[src/rtl/puf_mapping_pkg.sv]
// Shared definitions for the challenge-to-response mapper and its PUF core.
package puf_mapping_pkg;

   // Default geometry: 128-bit challenge folded into a 16-bit response.
   localparam int unsigned DefInWidth  = 128;
   localparam int unsigned DefOutWidth = 16;

   // Mapper control states.
   typedef enum logic [1:0] {
      StIdle,
      StRun,
      StWait,
      StDone
   } state_e;

   // Rotation distance between consecutive sub-challenges.
   function automatic int unsigned calc_step(input int unsigned in_w, input int unsigned out_w);
      return in_w / out_w;
   endfunction

   // Number of accumulate steps the core performs per evaluation.
   function automatic int unsigned calc_half(input int unsigned in_w);
      return in_w / 2;
   endfunction

   // Cycles per slot: start pulse, HALF accumulate steps, valid cycle.
   function automatic int unsigned calc_period(input int unsigned in_w);
      return (in_w / 2) + 2;
   endfunction

   localparam int unsigned Step   = calc_step(DefInWidth, DefOutWidth);
   localparam int unsigned Half   = calc_half(DefInWidth);
   localparam int unsigned Period = calc_period(DefInWidth);

endpackage

[src/rtl/puf_core.sv]
// Deterministic arbiter-race surrogate: compares the ones-count of the low and
// high challenge halves one bit pair per cycle, then reports the winner.
module puf_core
   import puf_mapping_pkg::*;
#(
   parameter int unsigned W = DefInWidth
) (
   input  logic         clk,
   input  logic         reset,
   input  logic         start_i,
   input  logic [W-1:0] chal_i,
   output logic         valid_o,
   output logic         bit_o
);

   localparam int unsigned HalfW = calc_half(W);
   localparam int unsigned CntW  = (HalfW > 1) ? $clog2(HalfW) : 1;
   localparam int unsigned AccW  = $clog2(HalfW) + 2;

   logic [W-1:0]           chal_q;
   logic                   busy_q;
   logic                   valid_q;
   logic                   bit_q;
   logic [CntW-1:0]        cnt_q;
   logic signed [AccW-1:0] acc_q;

   logic [HalfW-1:0]       chal_lo;
   logic [HalfW-1:0]       chal_hi;
   logic signed [AccW-1:0] acc_d;
   logic                   last_step;
   logic                   win;

   assign chal_lo = chal_q[HalfW-1:0];
   assign chal_hi = chal_q[W-1:HalfW];

   // One race step: +1 for a low-half one, -1 for the paired high-half one.
   always_comb begin
      acc_d     = acc_q + AccW'(chal_lo[cnt_q]) - AccW'(chal_hi[cnt_q]);
      last_step = (cnt_q == CntW'(HalfW - 1));
      // Strictly positive wins; ties resolve to 0.
      win       = !acc_d[AccW-1] && (acc_d != '0);
   end

   // Evaluation sequencer; start is ignored while an evaluation is in flight.
   always_ff @(posedge clk) begin
      if (reset) begin
         chal_q  <= '0;
         busy_q  <= 1'b0;
         valid_q <= 1'b0;
         bit_q   <= 1'b0;
         cnt_q   <= '0;
         acc_q   <= '0;
      end else begin
         valid_q <= 1'b0;
         if (!busy_q) begin
            if (start_i) begin
               chal_q <= chal_i;
               busy_q <= 1'b1;
               cnt_q  <= '0;
               acc_q  <= '0;
            end
         end else begin
            acc_q <= acc_d;
            cnt_q <= cnt_q + CntW'(1);
            if (last_step) begin
               busy_q  <= 1'b0;
               valid_q <= 1'b1;
               bit_q   <= win;
            end
         end
      end
   end

   assign valid_o = valid_q;
   assign bit_o   = bit_q;

endmodule

[src/rtl/puf_mapping.sv]
// Challenge-to-response mapper: latches a challenge, evaluates OUT_WIDTH
// rotated sub-challenges on the PUF core one after another, and assembles the
// response bits. Waits on the core's valid, so core latency may change.
module puf_mapping
   import puf_mapping_pkg::*;
#(
   parameter int unsigned IN_WIDTH  = DefInWidth,
   parameter int unsigned OUT_WIDTH = DefOutWidth
) (
   input  logic                 clk,
   input  logic                 reset,
   input  logic                 trigger,
   input  logic [IN_WIDTH-1:0]  dataIn,
   output logic                 done,
   output logic [OUT_WIDTH-1:0] dataOut
);

   localparam int unsigned SlotStep = calc_step(IN_WIDTH, OUT_WIDTH);
   localparam int unsigned KW       = (OUT_WIDTH > 1) ? $clog2(OUT_WIDTH) : 1;
   localparam int unsigned ShW      = $clog2(IN_WIDTH) + 1;

   state_e                 state_q;
   logic [IN_WIDTH-1:0]    chal_q;
   logic [KW-1:0]          k_q;
   logic [OUT_WIDTH-1:0]   data_q;
   logic                   done_q;
   logic                   start_q;

   logic [ShW-1:0]         rot_amt;
   logic [IN_WIDTH-1:0]    chal_rot;
   logic                   core_valid;
   logic                   core_bit;

   // Sub-challenge k is the latched challenge rotated left by k*SlotStep.
   // A zero rotation shifts the right-hand term by the full width, giving 0.
   always_comb begin
      rot_amt  = ShW'(k_q) * ShW'(SlotStep);
      chal_rot = (chal_q << rot_amt) | (chal_q >> (ShW'(IN_WIDTH) - rot_amt));
   end

   puf_core #(
      .W (IN_WIDTH)
   ) u_core (
      .clk     (clk),
      .reset   (reset),
      .start_i (start_q),
      .chal_i  (chal_rot),
      .valid_o (core_valid),
      .bit_o   (core_bit)
   );

   // Control FSM; start and done are registered so they align with RUN/DONE.
   always_ff @(posedge clk) begin
      if (reset) begin
         state_q <= StIdle;
         chal_q  <= '0;
         k_q     <= '0;
         data_q  <= '0;
         done_q  <= 1'b0;
         start_q <= 1'b0;
      end else begin
         done_q  <= 1'b0;
         start_q <= 1'b0;
         unique case (state_q)
            StIdle: begin
               if (trigger) begin
                  chal_q  <= dataIn;
                  k_q     <= '0;
                  data_q  <= '0;
                  start_q <= 1'b1;
                  state_q <= StRun;
               end
            end
            StRun: begin
               state_q <= StWait;
            end
            StWait: begin
               if (core_valid) begin
                  data_q[k_q] <= core_bit;
                  if (k_q == KW'(OUT_WIDTH - 1)) begin
                     done_q  <= 1'b1;
                     state_q <= StDone;
                  end else begin
                     k_q     <= k_q + KW'(1);
                     start_q <= 1'b1;
                     state_q <= StRun;
                  end
               end
            end
            StDone: begin
               state_q <= StIdle;
            end
            default: begin
               state_q <= StIdle;
            end
         endcase
      end
   end

   assign done    = done_q;
   assign dataOut = data_q;

endmodule

[config.mk]
export PLATFORM = sky130hd
export DESIGN_NAME = puf_mapping
export DESIGN_NICKNAME = d
export VERILOG_FILES = /design/src/rtl/puf_mapping_pkg.sv /design/src/rtl/puf_core.sv /design/src/rtl/puf_mapping.sv
export SDC_FILE = /design/constraint.sdc
export NUM_CORES = 1
export LEC_CHECK = 0
export CELL_PAD_IN_SITES_DETAIL_PLACEMENT = 1
export CELL_PAD_IN_SITES_GLOBAL_PLACEMENT = 2
export CORE_ASPECT_RATIO = 2
export CORE_MARGIN = 5
export CORE_UTILIZATION = 38
export CTS_CLUSTER_SIZE = 14
export DETAILED_ROUTE_END_ITERATION = 10
export GPL_ROUTABILITY_DRIVEN = 0
export PLACE_DENSITY = 0.78
export SYNTH_ARGS = -nofsm -noshare
export SYNTH_HDL_FRONTEND = slang
export SYNTH_SLANG_ARGS = --single-unit
[constraint.sdc]
create_clock -name clk -period 4.7 [get_ports clk]
set_input_delay 0.94 -clock clk [delete_from_list [all_inputs] [get_ports clk]]
set_output_delay 0.94 -clock clk [all_outputs]
set_load 0.05 [all_outputs]
==> flow_metrics.tcl <==
set metrics [dict create \
    status "completed" \
    min_period_ns 4.58 \
    clock_power_share 0.360 \
    syn_area_per_cell_um2 9.09 \
    std_cell_rows 123 \
    cts_tree "yes" \
    r2r_end "u_core.bit_o$_SDFFE_PP0P_" \
    finalMaxSlewViolations 0 \
    synth-main-ff-cell "dfxtp_1" \
    finalCritPeriodShare 0.974 \
    core_area_um2 56300 \
    internal_power_mw 4.71 \
    wire_per_inst_um 33.8 \
    hold_path.class "flip-flop to flip-flop" \
    setup_slack_ns 0.123 \
    worst_setup_path_end_kind "flip-flop" \
    hpwl_um 77100 \
    max_freq_ghz 0.218 \
    cts_buffer_depth 3 \
    grt_pass1_vias 21800 \
    cp.arrival_ns 5.09 \
    relSlewSlack 0.0796 \
    ios 148 \
    antenna_left 0 \
    reg2reg_slack_ns 0.12 \
    syn-num-nets 2529 \
    final_area_um2 24500 \
    crit_end "u_core.bit_o$_SDFFE_PP0P_" \
    path_max_fanout 21 \
    worstSetupStartpoint "u_core.cnt_q[0]$_SDFFE_PP0P_" \
    vdd_ir_drop_max_mv 0.201 \
    switching_share 0.334 \
    setup_viol 0 \
    grt_setup_unrepaired "no" \
    ff2ff_path_depth 15 \
    pre_cts_ws_ns 0.0742 \
    wl_um 106000 \
    clock_latency_ns 0.63 \
    antenna_found_initial 5 \
    ys_seq_area_frac 0.275 \
    grt_first_pass_wirelength_um 154000 \
    grt_max_degree 152 \
    via_count 20800 \
    combPwrFrac 0.221 \
    die_w_um 179 \
    critPathLaunchType "flip-flop" \
    final_common_cell "nand2_1" \
    root_buffer "clkbuf_16" \
    numCtsBuffers 29 \
    multiInputGateArea_um2 14500 \
    finalSetupTns_ns 0 \
    seqCellArea_um2 5960 \
    leakage_nw 8.24 \
    power.density_nw_per_um2 288 \
    dpl_cell_area_um2 23500 \
    htreeDepth 1 \
    drv_cap 0 \
    clk_pin_slew_worst_paths_ns 0.07 \
    vias_per_cell 6.60 \
    grt_use_total 0.340 \
    yosys_warnings 0 \
    yosys.cell_types.count 65 \
    grt_overflow_total 0 \
    finClkSkew_ns 0.0176 \
    layout_common_cells "nand2_1, a21oi_1, dfxtp_1, mux4_2, o21ai_0" \
    synthArstFlopShare 0 \
    rr_startpoint "u_core.cnt_q[0]$_SDFFE_PP0P_" \
    fillers 6515 \
    initial_core_util 0.385 \
    post-cts-setup-buffers 0 \
    netlist_area_um2 21700 \
    cts.sinks 297 \
    layout-drive-gt1-share 0.184 \
    hold-worst-slack_ns 0.476 \
    synth_edf_count 0 \
    die_h_um 348 \
    firstDrtPassIters 5 \
    final_nets 2515 \
    remaining_drc_errors 0 \
    yosys_register_bits 297 \
    switchingPower_mw 2.36 \
    drt_iter0_markers 1799 \
    tightest_slew_ns 1.38 \
    synthCells 2384 \
    dieArea_um2 62200 \
    io_buffers 147 \
    criticalPathCategory "flip-flop to flip-flop" \
    p_seq_frac 0.419 \
    area_growth_pct 13.3 \
    hold_viol 0 \
    required_ns 5.22 \
]
[critical path, cell delays in order, from the launching register on]
cell and delay, ns:
dfxtp_2 0.37, buf_12 0.22, mux4_2 0.54, a22oi_1 0.29
a21oi_1 0.12, nor3_1 0.36, a21oi_1 0.14, ha_1 0.31
inv_1 0.04, ha_1 0.20, fa_1 0.46, a211oi_2 0.28
or4b_2 0.19, nand4_1 0.12, or4_1 0.57, a32o_1 0.24
[routing by layer]
| metal | vias up | track usage | part of all wire | wire [um] |
|---|---|---|---|---|
| li1 | 8884 | - | - | - |
| met3 | 425 | 0.0649 | 0.059 | 6290 |
| met5 | - | 0 | 0 | 0 |
| met4 | 0 | 0.331 | 0.13 | 13500 |
| met1 | 10400 | 0.340 | 0.32 | 33800 |
| met2 | 1011 | 0.574 | 0.50 | 52600 |
[kinds of logic after synthesis]
family,Yosys count,share of synthesized area
simple gates,629,0.120
compound gates,733,0.197
xor+xnor,6,0.00243
flops,297,0.275
mux,434,0.339
buf+inv,271,0.0589
fa+ha+maj,14,0.00843
[layout make-up]
cell class,count,area share
Multi-Input combinational cell,1816,0.592
Tap cell,750,0.0383
Antenna cell,6,0.000612
Timing Repair Buffer,201,0.0824
Inverter,25,0.00383
Clock buffer,41,0.0351
Clock inverter,11,0.00510
Sequential cell,297,0.243
[power groups by stage]
stage	clock network, mW	logic (mW)	registers (mW)
after CTS	2.57	1.51	2.95
final	2.55	1.56	2.96
after global routing	2.66	1.66	2.98
after floorplan	0	0.968	2.85
after global placement	0	1.47	2.99
after detailed placement	0	1.51	3.01
[cells in the mapped netlist, types with 3 or more instances]
| cell type | instances | area share |
|---|---|---|
| a211oi_1 | 68 | 0.024 |
| a21oi_1 | 371 | 0.086 |
| a221oi_1 | 3 | 0.0012 |
| a22oi_1 | 58 | 0.020 |
| a2bb2oi_1 | 11 | 0.0044 |
| a311oi_1 | 17 | 0.0069 |
| and2_1 | 15 | 0.0043 |
| buf_1 | 6 | 0.0010 |
| buf_2 | 50 | 0.012 |
| buf_4 | 18 | 0.0062 |
| buf_6 | 17 | 0.0088 |
| clkbuf_1 | 154 | 0.027 |
| dfxtp_1 | 297 | 0.27 |
| ha_1 | 13 | 0.0075 |
| inv_1 | 21 | 0.0036 |
| mux2_2 | 73 | 0.038 |
| mux2i_1 | 129 | 0.060 |
| mux4_2 | 232 | 0.24 |
| nand2_1 | 398 | 0.069 |
| nand2b_1 | 5 | 0.0014 |
| nand3_1 | 10 | 0.0023 |
| nor2_1 | 148 | 0.026 |
| nor2b_1 | 12 | 0.0035 |
| nor3_1 | 15 | 0.0035 |
| nor3b_1 | 4 | 0.0014 |
| o211ai_1 | 4 | 0.0014 |
| o21ai_0 | 155 | 0.036 |
| o2bb2ai_1 | 16 | 0.0065 |
| o41ai_1 | 10 | 0.0040 |
| or3b_2 | 3 | 0.0012 |
| xor2_1 | 4 | 0.0016 |
[worst min-delay path by stage]
stage / start / to / slack [ns] / cells after the start
4_1_cts: dataOut[14]$_SDFFE_PP0P_ / dataOut[14]$_SDFFE_PP0P_ / 0.48 / 2
3_5_place_dp: dataOut[4]$_SDFFE_PP0P_ / dataOut[4]$_SDFFE_PP0P_ / 0.47 / 2
3_3_place_gp: dataOut[12]$_SDFFE_PP0P_ / dataOut[12]$_SDFFE_PP0P_ / 0.46 / 2
2_1_floorplan: u_core.chal_q[66]$_SDFFE_PP0P_ / u_core.chal_q[66]$_SDFFE_PP0P_ / 0.45 / 2
5_1_grt: dataOut[11]$_SDFFE_PP0P_ / dataOut[11]$_SDFFE_PP0P_ / 0.49 / 2
6_report: dataOut[14]$_SDFFE_PP0P_ / dataOut[14]$_SDFFE_PP0P_ / 0.48 / 2
[through the flow]
stage               utilization  total power, mW  std cells
floorplan                     -             3.82       2384
global placement          0.418             4.47       3089
detailed placement        0.418             4.51       3089
CTS                       0.435             7.03       3141
global route              0.435             7.29       3143
finish                    0.436             7.07       3147
[flip-flops by register name, indices dropped and copies added (netlist names)]
signal,flops
k_q,4
start_q,1
dataOut,16
u_core.bit_o,1
u_core.busy_q,1
state_q,2
u_core.valid_o,1
u_core.cnt_q,6
u_core.chal_q,128
chal_q,128
done,1
u_core.acc_q,8
[repair_timing]
| action | CTS | global route |
|---|---|---|
| hold buffers | 0 | 0 |
| endpoints found under the setup margin | 0 | 1 |
| resized for setup | 0 | 3 |
No activity file was read; power rests on OpenSTA's default activity.
